==> config.mk <==
export PLATFORM = sky130hd
export DESIGN_NAME = price_epoch_sequencer
export DESIGN_NICKNAME = d
export VERILOG_FILES = /design/src/rtl/price_epoch_sequencer.sv
export SDC_FILE = /design/constraint.sdc
export NUM_CORES = 1
export LEC_CHECK = 0
export ABC_AREA = 1
export CAP_MARGIN = 25
export CORE_MARGIN = 1
export CORE_UTILIZATION = 45
export DETAILED_ROUTE_END_ITERATION = 6
export PLACE_DENSITY = 0.81
export SYNTH_ARGS = -nofsm -noshare
export SYNTH_HDL_FRONTEND = slang
export SYNTH_SLANG_ARGS = --single-unit
==> constraint.sdc <==
create_clock -name clk_100mhz -period 14 [get_ports clk_100mhz]
set_input_delay 1.4 -clock clk_100mhz [delete_from_list [all_inputs] [get_ports clk_100mhz]]
set_output_delay 1.4 -clock clk_100mhz [all_outputs]
set_load 0.01 [all_outputs]
==> src/rtl/price_epoch_sequencer.sv <==
// Price-change sequencer: turns a streaming 4-asset price vector into engine launches and forwards orders downstream.
// Optional feature: define SEQ_TIMEOUT_EN to abort a stalled engine after TIMEOUT_CYCLES and raise a sticky timeout_err.
module price_epoch_sequencer #(
    parameter int TIMEOUT_CYCLES = 1024
) (
    input  logic              clk_100mhz,
    input  logic              global_reset,
    input  logic [0:3][15:0]  latest_price,
    input  logic              latest_price_valid,
    output logic [0:3][15:0]  eng_price,
    output logic              eng_start,
    input  logic              eng_done,
    input  logic              eng_order_valid,
    input  logic [71:0]       eng_order,
    output logic [71:0]       bus,
    output logic              bus_valid,
    input  logic              bus_ready,
    output logic              busy,
    output logic [15:0]       dropped_cnt,
    output logic              timeout_err
);

    typedef enum logic [1:0] {
        IDLE     = 2'd0,
        LAUNCH   = 2'd1,
        WAIT_ENG = 2'd2,
        EMIT     = 2'd3
    } state_t;

    state_t             state_reg;
    logic               pending_reg;
    logic               first_reg;
    logic [0:3][15:0]   prev_price_reg;
    logic [3:0]         asset_diff;
    logic               price_event;
    logic [0:3][15:0]   capture_price;

    genvar gi;
    generate
        for (gi = 0; gi < 4; gi++) begin : g_diff
            assign asset_diff[gi] = (latest_price[gi] != prev_price_reg[gi]);
        end
    endgenerate

    assign price_event = latest_price_valid && (first_reg || (|asset_diff));

    // A pending launch uses the most recent valid price, which is the live input when it is valid this cycle.
    assign capture_price = latest_price_valid ? latest_price : prev_price_reg;

`ifdef SEQ_TIMEOUT_EN
    localparam int TW = (TIMEOUT_CYCLES > 2) ? $clog2(TIMEOUT_CYCLES) : 1;
    localparam logic [TW-1:0] TIMER_LAST = TW'(TIMEOUT_CYCLES - 1);
    logic [TW-1:0] timer_reg;
`else
    assign timeout_err = 1'b0;
`endif

    always_ff @(posedge clk_100mhz or posedge global_reset) begin
        if (global_reset) begin
            state_reg      <= IDLE;
            pending_reg    <= 1'b0;
            first_reg      <= 1'b1;
            prev_price_reg <= '0;
            eng_price      <= '0;
            eng_start      <= 1'b0;
            bus            <= '0;
            bus_valid      <= 1'b0;
            busy           <= 1'b0;
            dropped_cnt    <= '0;
`ifdef SEQ_TIMEOUT_EN
            timer_reg      <= '0;
            timeout_err    <= 1'b0;
`endif
        end else begin
            if (latest_price_valid) begin
                prev_price_reg <= latest_price;
                first_reg      <= 1'b0;
            end

            eng_start <= 1'b0;

            case (state_reg)
                IDLE: begin
                    // A same-cycle event while pending is folded into this single capture.
                    if (price_event || pending_reg) begin
                        eng_price   <= capture_price;
                        pending_reg <= 1'b0;
                        state_reg   <= LAUNCH;
                        busy        <= 1'b1;
                    end
                end

                LAUNCH: begin
                    eng_start <= 1'b1;
`ifdef SEQ_TIMEOUT_EN
                    timer_reg <= '0;
`endif
                    state_reg <= WAIT_ENG;
                end

                WAIT_ENG: begin
                    if (eng_done) begin
                        if (eng_order_valid) begin
                            bus       <= eng_order;
                            bus_valid <= 1'b1;
                            state_reg <= EMIT;
                        end else begin
                            state_reg <= IDLE;
                            busy      <= 1'b0;
                        end
`ifdef SEQ_TIMEOUT_EN
                    end else if (timer_reg == TIMER_LAST) begin
                        timeout_err <= 1'b1;
                        state_reg   <= IDLE;
                        busy        <= 1'b0;
                    end else begin
                        timer_reg <= timer_reg + 1'b1;
`endif
                    end
                end

                EMIT: begin
                    if (bus_ready) begin
                        bus_valid <= 1'b0;
                        state_reg <= IDLE;
                        busy      <= 1'b0;
                    end
                end

                default: begin
                    state_reg <= IDLE;
                    busy      <= 1'b0;
                end
            endcase

            // Events arriving mid-epoch coalesce into one pending slot; extras are counted as dropped.
            if (state_reg != IDLE && price_event) begin
                if (!pending_reg) begin
                    pending_reg <= 1'b1;
                end else if (dropped_cnt != 16'hFFFF) begin
                    dropped_cnt <= dropped_cnt + 16'd1;
                end
            end
        end
    end

endmodule

=== Word level (Yosys, flattened, before mapping) ===
Cells that the tools add are included.

* Register bits: 223

* Add/subtract/negate cells: 1
* Muxes and demuxes: 19
* Reduce and logical (&&, ||, !) cells: 15
* Equal/unequal tests: 13

{| class="wikitable"
|+ Operators by type and width
! operator !! number
|-
| $mux 64 || 1
|-
| $ne 16x16->1 || 4
|-
| $add 16x1->16 const B || 1
|-
| $ne 16x16->1 const B || 1
|-
| $mux 1 || 11
|-
| $ne 2x2->1 const B || 5
|-
| $reduce_and 3->1 || 3
|-
| $mux 2 || 4
|-
| $pmux 2 s4 || 1
|-
| $reduce_and 5->1 || 1
|-
| $eq 2x2->1 const B || 2
|-
| $reduce_and 4->1 || 1
|-
| $reduce_bool 2->1 || 2
|-
| $reduce_or 4->1 || 1
|-
| $pmux 1 s3 || 1
|-
| $reduce_bool 3->1 || 1
|-
| $eq 2x1->1 const B || 1
|-
| $logic_and 1x1->1 || 2
|-
| $logic_not 2->1 || 1
|-
| $logic_or 1x1->1 || 2
|-
| $pmux 1 s2 || 1
|-
| $reduce_and 2->1 || 1
|}

=== Logic depth before layout (Yosys ltp) ===
Gate-level depths: netlist of the first run.

* Depth in word-level cells: 9
* Gate-level depth with buffers: 16
* Depth with buffers taken out: 14

=== Worst setup path after synthesis of the first run ===
No wires, ideal clock.

* Kind: input to register
* Start point: in latest_price[12] (netlist bit)
* End point: reg eng_price[10] (netlist bit)
* Slack: 11.387 ns
* Stages on the path: 13
* Library setup time: 0.117 ns
* Data arrival time: 2.497 ns
* Buffers on the path: 2
* Cell sequence: xor2_1 nor2_1 nand2_1 nor2_1 nand2_1 nor2_1 nand2_2 nand2_4 nand2_4 buf_6 buf_6 nand3_1 nand2_1

* Cells in the longest elaborated chain, start to end: 6

{| class="wikitable"
|+ RTL lines
! element !! line !! source
|-
| from (decl) || 8 || <nowiki>input logic [0:3][15:0] latest_price,</nowiki>
|-
| $ne 16x16->1 || 41 || <nowiki>assign asset_diff[gi] = (latest_price[gi] != prev_price_reg[gi]);</nowiki>
|-
| $reduce_or 4->1 || 45 || <nowiki>assign price_event = latest_price_valid && (first_reg || (|asset_diff));</nowiki>
|-
| $logic_or 1x1->1 || 45 ||
|-
| $logic_and 1x1->1 || 45 ||
|-
| $logic_or 1x1->1 || 85 || <nowiki>if (price_event || pending_reg) begin</nowiki>
|-
| $reduce_and 2->1 (no source line) || - ||
|-
| to (signal assigned) || 86 || <nowiki>eng_price <= capture_price;</nowiki>
|-
| to (decl) || 10 || <nowiki>output logic [0:3][15:0] eng_price,</nowiki>
|}

Every way passes these cells.
A chain may end at the register's enable or synchronous reset.

=== Worst setup path in the final report of the first run ===
* Start point: in latest_price[31] (netlist bit)
* End point: reg eng_price[44] (netlist bit)

Same word-level chain as after synthesis.

==> results of run 1 <==
## cell type report
class / count / area, µm² / share of cell area
Antenna cell: 1 / 2.50 / 0.000179
Timing Repair Buffer: 302 / 3050 / 0.218
Sequential cell: 223 / 5580 / 0.399
Tap cell: 280 / 350 / 0.0250
Inverter: 93 / 357 / 0.0255
Clock buffer: 37 / 741 / 0.0529
Multi-Input combinational cell: 724 / 3880 / 0.277
Clock inverter: 6 / 40.0 / 0.00286
## critical path, stage by stage
cell and delay (ns):
clkdlybuf4s50_1 0.51, inv_1 0.05, nand2_1 0.05, nand2_1 0.05, nor2_1 0.10, nand3_1 0.13
nor2_1 0.17, nand2_1 0.08, nor2_2 0.13, nand2_2 0.07, nand2_4 0.09, nand2_4 0.43
nand2_4 0.33, buf_16 0.35, nand2_2 0.08, nand2_1 0.08
## logic make-up after synthesis
| family | after synthesis |
|---|---|
| other | 1 |
| multiplexers | 72 |
| AO/OA/AOI/OAI | 66 |
| AND/OR/NAND/NOR | 549 |
| XOR/XNOR | 35 |
| buffers and inverters | 141 |
| adder cells (fa/ha/maj) | 1 |
| flip-flops | 223 |
## worst max path at each step
| stage | cells past startpoint | from | endpoint | slack (ns) |
|---|---|---|---|---|
| 2_1_floorplan | 1 | global_reset | bus[0] | 6.50 |
| 3_3_place_gp | 15 | latest_price[1] | eng_price[15] | 9.47 |
| 3_5_place_dp | 14 | latest_price[31] | busy | 9.41 |
| 4_1_cts | 14 | latest_price[31] | busy | 9.94 |
| 5_1_grt | 16 | latest_price[31] | eng_price[31] | 10.08 |
| 6_report | 16 | latest_price[31] | eng_price[44] | 10.27 |
## layout by cell type (no fill, tap or decap), types with 19 or more instances in the layout
| cell | n |
|---|---|
| inv_1 | 92 |
| nand4_1 | 19 |
| nor2_1 | 44 |
| nand2_2 | 51 |
| clkbuf_16 | 25 |
| o21ai_0 | 54 |
| clkdlybuf4s50_1 | 295 |
| mux2_2 | 72 |
| nand2_1 | 338 |
| nand3_1 | 79 |
| dfrtp_1 | 222 |
| xor2_1 | 25 |
## metrics by stage
stage,area [µm²],worst slack (ns),util
6_report,14000,10.27,0.637
3_3_place_gp,13200,9.47,0.599
4_1_cts,13900,9.94,0.635
2_1_floorplan,10100,6.50,-
3_5_place_dp,13200,9.41,0.599
5_1_grt,14000,10.08,0.637
## where the power goes
| part | switching [mW] | internal (mW) |
|---|---|---|
| clock | 0.256 | 0.365 |
| combinational | 0.504 | 0.565 |
| sequential | 0.157 | 0.866 |
## routing by layer
layer  global-route usage  routed length, µm  up-vias
li1                     -                  -     4012
met1                0.300              11100     4018
met2                0.395              13200      313
met3               0.0676               2280       52
met4               0.0948                952        0
met5                    0                  0        -
==> flow_summary.ini, run 1 <==
[placed_design]
dpl.cell_count = 1620
portBuffers = 296
dp_hpwl_um = 19100
place.gp.congestion = 0.895

[setup_path]
crit_type = in2reg
required_ns = 14.45
critPathArrivalTime_ns = 4.19
reg2reg_depth = 13
path_max_fanout = 65
r2r_setup_slack_ns = 11.26
reg2reg_from = prev_price_reg[28]
end_kind = flip-flop
critPathLaunchType = primary input
r2r_end = eng_price[44]

[grt]
grt_pass1_vias = 8556
grt_pass1_wl_um = 44400
antenna_found_initial = 1
grt_overflow = 0
grt.total_usage = 0.240
grt_max_degree = 107

[timing]
grt_setup_unrepaired = false
period_needed_ns = 3.73
hold_slack_ns = 0.437
slew_headroom = 0.352
maxClockFrequency_mhz = 268
final_hold_viol_count = 0
worstMarginPinSlew_ns = 0.972
fin_crit_sh = 0.267
slew_viol_final = 0
fin_skew_ns = 0.0190
tns_ns = 0
finalSetupViolations = 0

[synthesis]
ys_seq_elements = 223
synthArstFlopShare = 1.00
syn_nets = 1231
synth.avg_cell_area_um2 = 9.32
synth_ff_type = dfrtp_1
synth.top_cell.area_share = 0.548
synth.top_cells.by_area = dfrtp_1, nand2_1, mux2_2
synth_fa_ha_area_frac = 0.00123
synth-simple-area-share = 0.236
synth_top_family_by_area = simple AND/OR/NAND/NOR gates
synth_xor_area_frac = 0.0302
netlist_area_um2 = 10100
synth_commonest_cells = nand2_1, dfrtp_1, inv_1
synth_most_common_cell = nand2_1
synth_seq_area_share = 0.550
yosysTopAreaCell = dfrtp_1
syn_inst = 1088
synth_mux_area_frac = 0.0799
synth-edff-count = 0
synth_compound_area_frac = 0.0332
ys_warn_count = 0
netlist-cell-type-count = 31

[cts]
htree_levels = 1
clk_latency_ns = 0.52
clockBufferDepth = 3
cts_resized = 0
cts.sinks = 223
clkSlewWorstSetupHoldPaths_ns = 0.06
cts_buffers = 25
postCtsHoldBufs = 0
cts-root-buf = clkbuf_16
post_cts_buffers = 0
cts_tree = done

[route]
viasPerCell = 5.04
vias = 8395
ant_nets = 0
drc_errors = 23
avgRoutedWirePerCell_um = 16.5
routed_wl_um = 27400
drt_iter0_drc = 498
drt_pass1_iterations = 7

[power]
power_mw = 2.71
leakage_nw = 6.63
ir_drop_mv = 0.153
power_density_nw_per_um2 = 194

[floorplanning]
rows = 54
io_pins = 298
start_util = 0.462
die_width_um = 152
die_h_um = 152
dieArea_um2 = 23100
coreArea_um2 = 22000

[job]
max_cap_violations = 0

[status]
violations = DRC
status = finished, violations left

[hold_path]
hold_path_end = first_reg
min_path_type = reg2reg
min_from = first_reg
holdPathStages = 2

[cells_and_area]
area_growth_pct = 38.0
layout.nets = 1512
fin_cells = 1666
drive_above_1_share = 0.129
largest_register_ffs = 72
fill_cells = 1775
Note: power is estimated with default switching activity, not from simulation.
==> run 2, diff against run 1 <==
--- a/config.mk
+++ b/config.mk
@@ -8,7 +8,7 @@
 export ABC_AREA = 1
 export CAP_MARGIN = 25
 export CORE_MARGIN = 1
-export CORE_UTILIZATION = 45
+export CORE_UTILIZATION = 43
 export DETAILED_ROUTE_END_ITERATION = 6
 export PLACE_DENSITY = 0.81
 export SYNTH_ARGS = -nofsm -noshare
==> constraint.sdc (replaced) <==
create_clock -name clk_100mhz -period 3 [get_ports clk_100mhz]
set_input_delay 0.3 -clock clk_100mhz [delete_from_list [all_inputs] [get_ports clk_100mhz]]
set_output_delay 0.3 -clock clk_100mhz [all_outputs]
set_load 0.01 [all_outputs]
==> flow_summary.ini, run 2 (same netlist as run 1, synthesis figures left out) <==
[status]
status = finished, final reports clean

[cells_and_area]
area_growth_pct = 40.0
largest_register_ffs = 72
drive_above_1_share = 0.137
postLayoutCoreUtil = 0.619
layout_common_cells = nand2_1, clkdlybuf4s50_1, dfrtp_1
fill_cells = 1860
ff_latch_area_um2 = 5580
layout.nets = 1523
final_common_cell = nand2_1
multi_input_area_um2 = 3880

[timing]
final_hold_viol_count = 0
slew_headroom = 0.399
slew_viol_final = 0
maxClockFrequency_mhz = 406
worstMarginPinSlew_ns = 0.901
tns_ns = 0
fin_ws_ns = 0.538
fin_skew_ns = 0.0105
finalSetupViolations = 0
period_needed_ns = 2.46
fin_crit_sh = 0.821
grt_setup_unrepaired = false

[hold_path]
min_path_type = in2async

[setup_path]
required_ns = 3.44
startpoint = prev_price_reg[30]
crit_type = reg2reg
end_kind = flip-flop
critPathLaunchType = flip-flop
reg2reg_from = prev_price_reg[30]
reg2reg_depth = 12
path_max_fanout = 64
critPathArrivalTime_ns = 2.90

[cts]
clkSlewWorstSetupHoldPaths_ns = 0.06
cts_tree = done
clockBufferDepth = 3
htree_levels = 1
postCtsHoldBufs = 0
cts_buffers = 24
cts_resized = 0
clk_latency_ns = 0.52
cts.sinks = 223
cts-root-buf = clkbuf_16
post_cts_buffers = 0

[placed_design]
place_ws_ns = 0.251
dp_hpwl_um = 20400
place.gp.congestion = 0.884
portBuffers = 296

[route]
routed_wl_um = 28700
drc_errors = 0
vias = 8518
avgRoutedWirePerCell_um = 16.8
drt_pass1_iterations = 5
drt_iter0_drc = 496
viasPerCell = 4.98
ant_nets = 0

[power]
leakage_nw = 6.70
ir_drop_mv = 0.617
power_density_nw_per_um2 = 913

[grt]
grt_pass1_wl_um = 45400
grt_pass1_vias = 8659
grt_overflow = 0
antenna_found_initial = 1
met1_usage = 0.303
grtUsageMet3 = 0.0525
met2_usage = 0.400
grt.total_usage = 0.239
top_usage_layer = met2
grt_max_degree = 84

[floorplanning]
rows = 55
coreArea_um2 = 22900
die_h_um = 156
start_util = 0.443
die_width_um = 156
dieArea_um2 = 24200
io_pins = 298

[job]
max_cap_violations = 0
==> run 2: cell count changes in the layout (fill, tap and decap cells not counted), moves of 2 or more <==
cell / change
bufinv_16: +3
clkinvlp_4: +4
buf_4: +8
buf_12: +6
clkbuf_8: -4
buf_16: -2
clkbuf_1: -2
inv_8: -2
==> run 2: metrics by stage <==
| step | std cells | instance area [µm²] | power, mW | hold WS, ns |
|---|---|---|---|---|
| floorplan | 1088 | 10100 | 7.24 | 0.419 |
| global placement | 1667 | 13400 | 9.77 | 0.429 |
| detailed placement | 1667 | 13400 | 9.92 | 0.455 |
| CTS | 1709 | 14200 | 13.1 | 0.193 |
| global route | 1710 | 14200 | 13.6 | 0.235 |
| finish | 1710 | 14200 | 13.0 | 0.194 |
==> run 2: worst paths after layout <==
kind / endpoint / slack [ns]
min: bus[30] / 0.19
max reg2reg: eng_price[43] / 0.54
min reg2reg: first_reg / 0.46
max in group asynchronous: dropped_cnt[6] / 1.98
min in group clk_100mhz: prev_price_reg[22] / 0.23
max: eng_price[43] / 0.54
==> run 2: routing by layer <==
layer / routed length, µm / vias to the layer above
li1: - / 4032
met1: 11600 / 4123
met2: 14100 / 301
met3: 2000 / 62
met4: 1050 / 0
met5: 0 / -
==> run 2: cell type report <==
class	count	area share
Antenna cell	1	0.000176
Timing Repair Buffer	314	0.223
Clock buffer	31	0.0478
Multi-Input combinational cell	724	0.273
Tap cell	313	0.0276
Sequential cell	223	0.393
Clock inverter	11	0.00970
Inverter	93	0.0249
==> run 2: worst max-delay path: stages, from the launching register on <==
cell     delay (ns)
dfrtp_1        0.38
xor2_1         0.42
nor2_1         0.11
nand2_1        0.13
nor2_1         0.05
nand2_1        0.05
nor2_1         0.04
nand2_2        0.08
nand2_4        0.08
nand2_4        0.09
buf_4          0.57
nand3_1        0.17
nand2_1        0.15
==> run 2: report_power, final <==
group          internal (mW)  switching, mW  total [mW]
sequential              4.04          0.693        4.74
clock                   1.85           1.23        3.08
combinational           2.70           2.45        5.15
total                   8.59           4.37        13.0
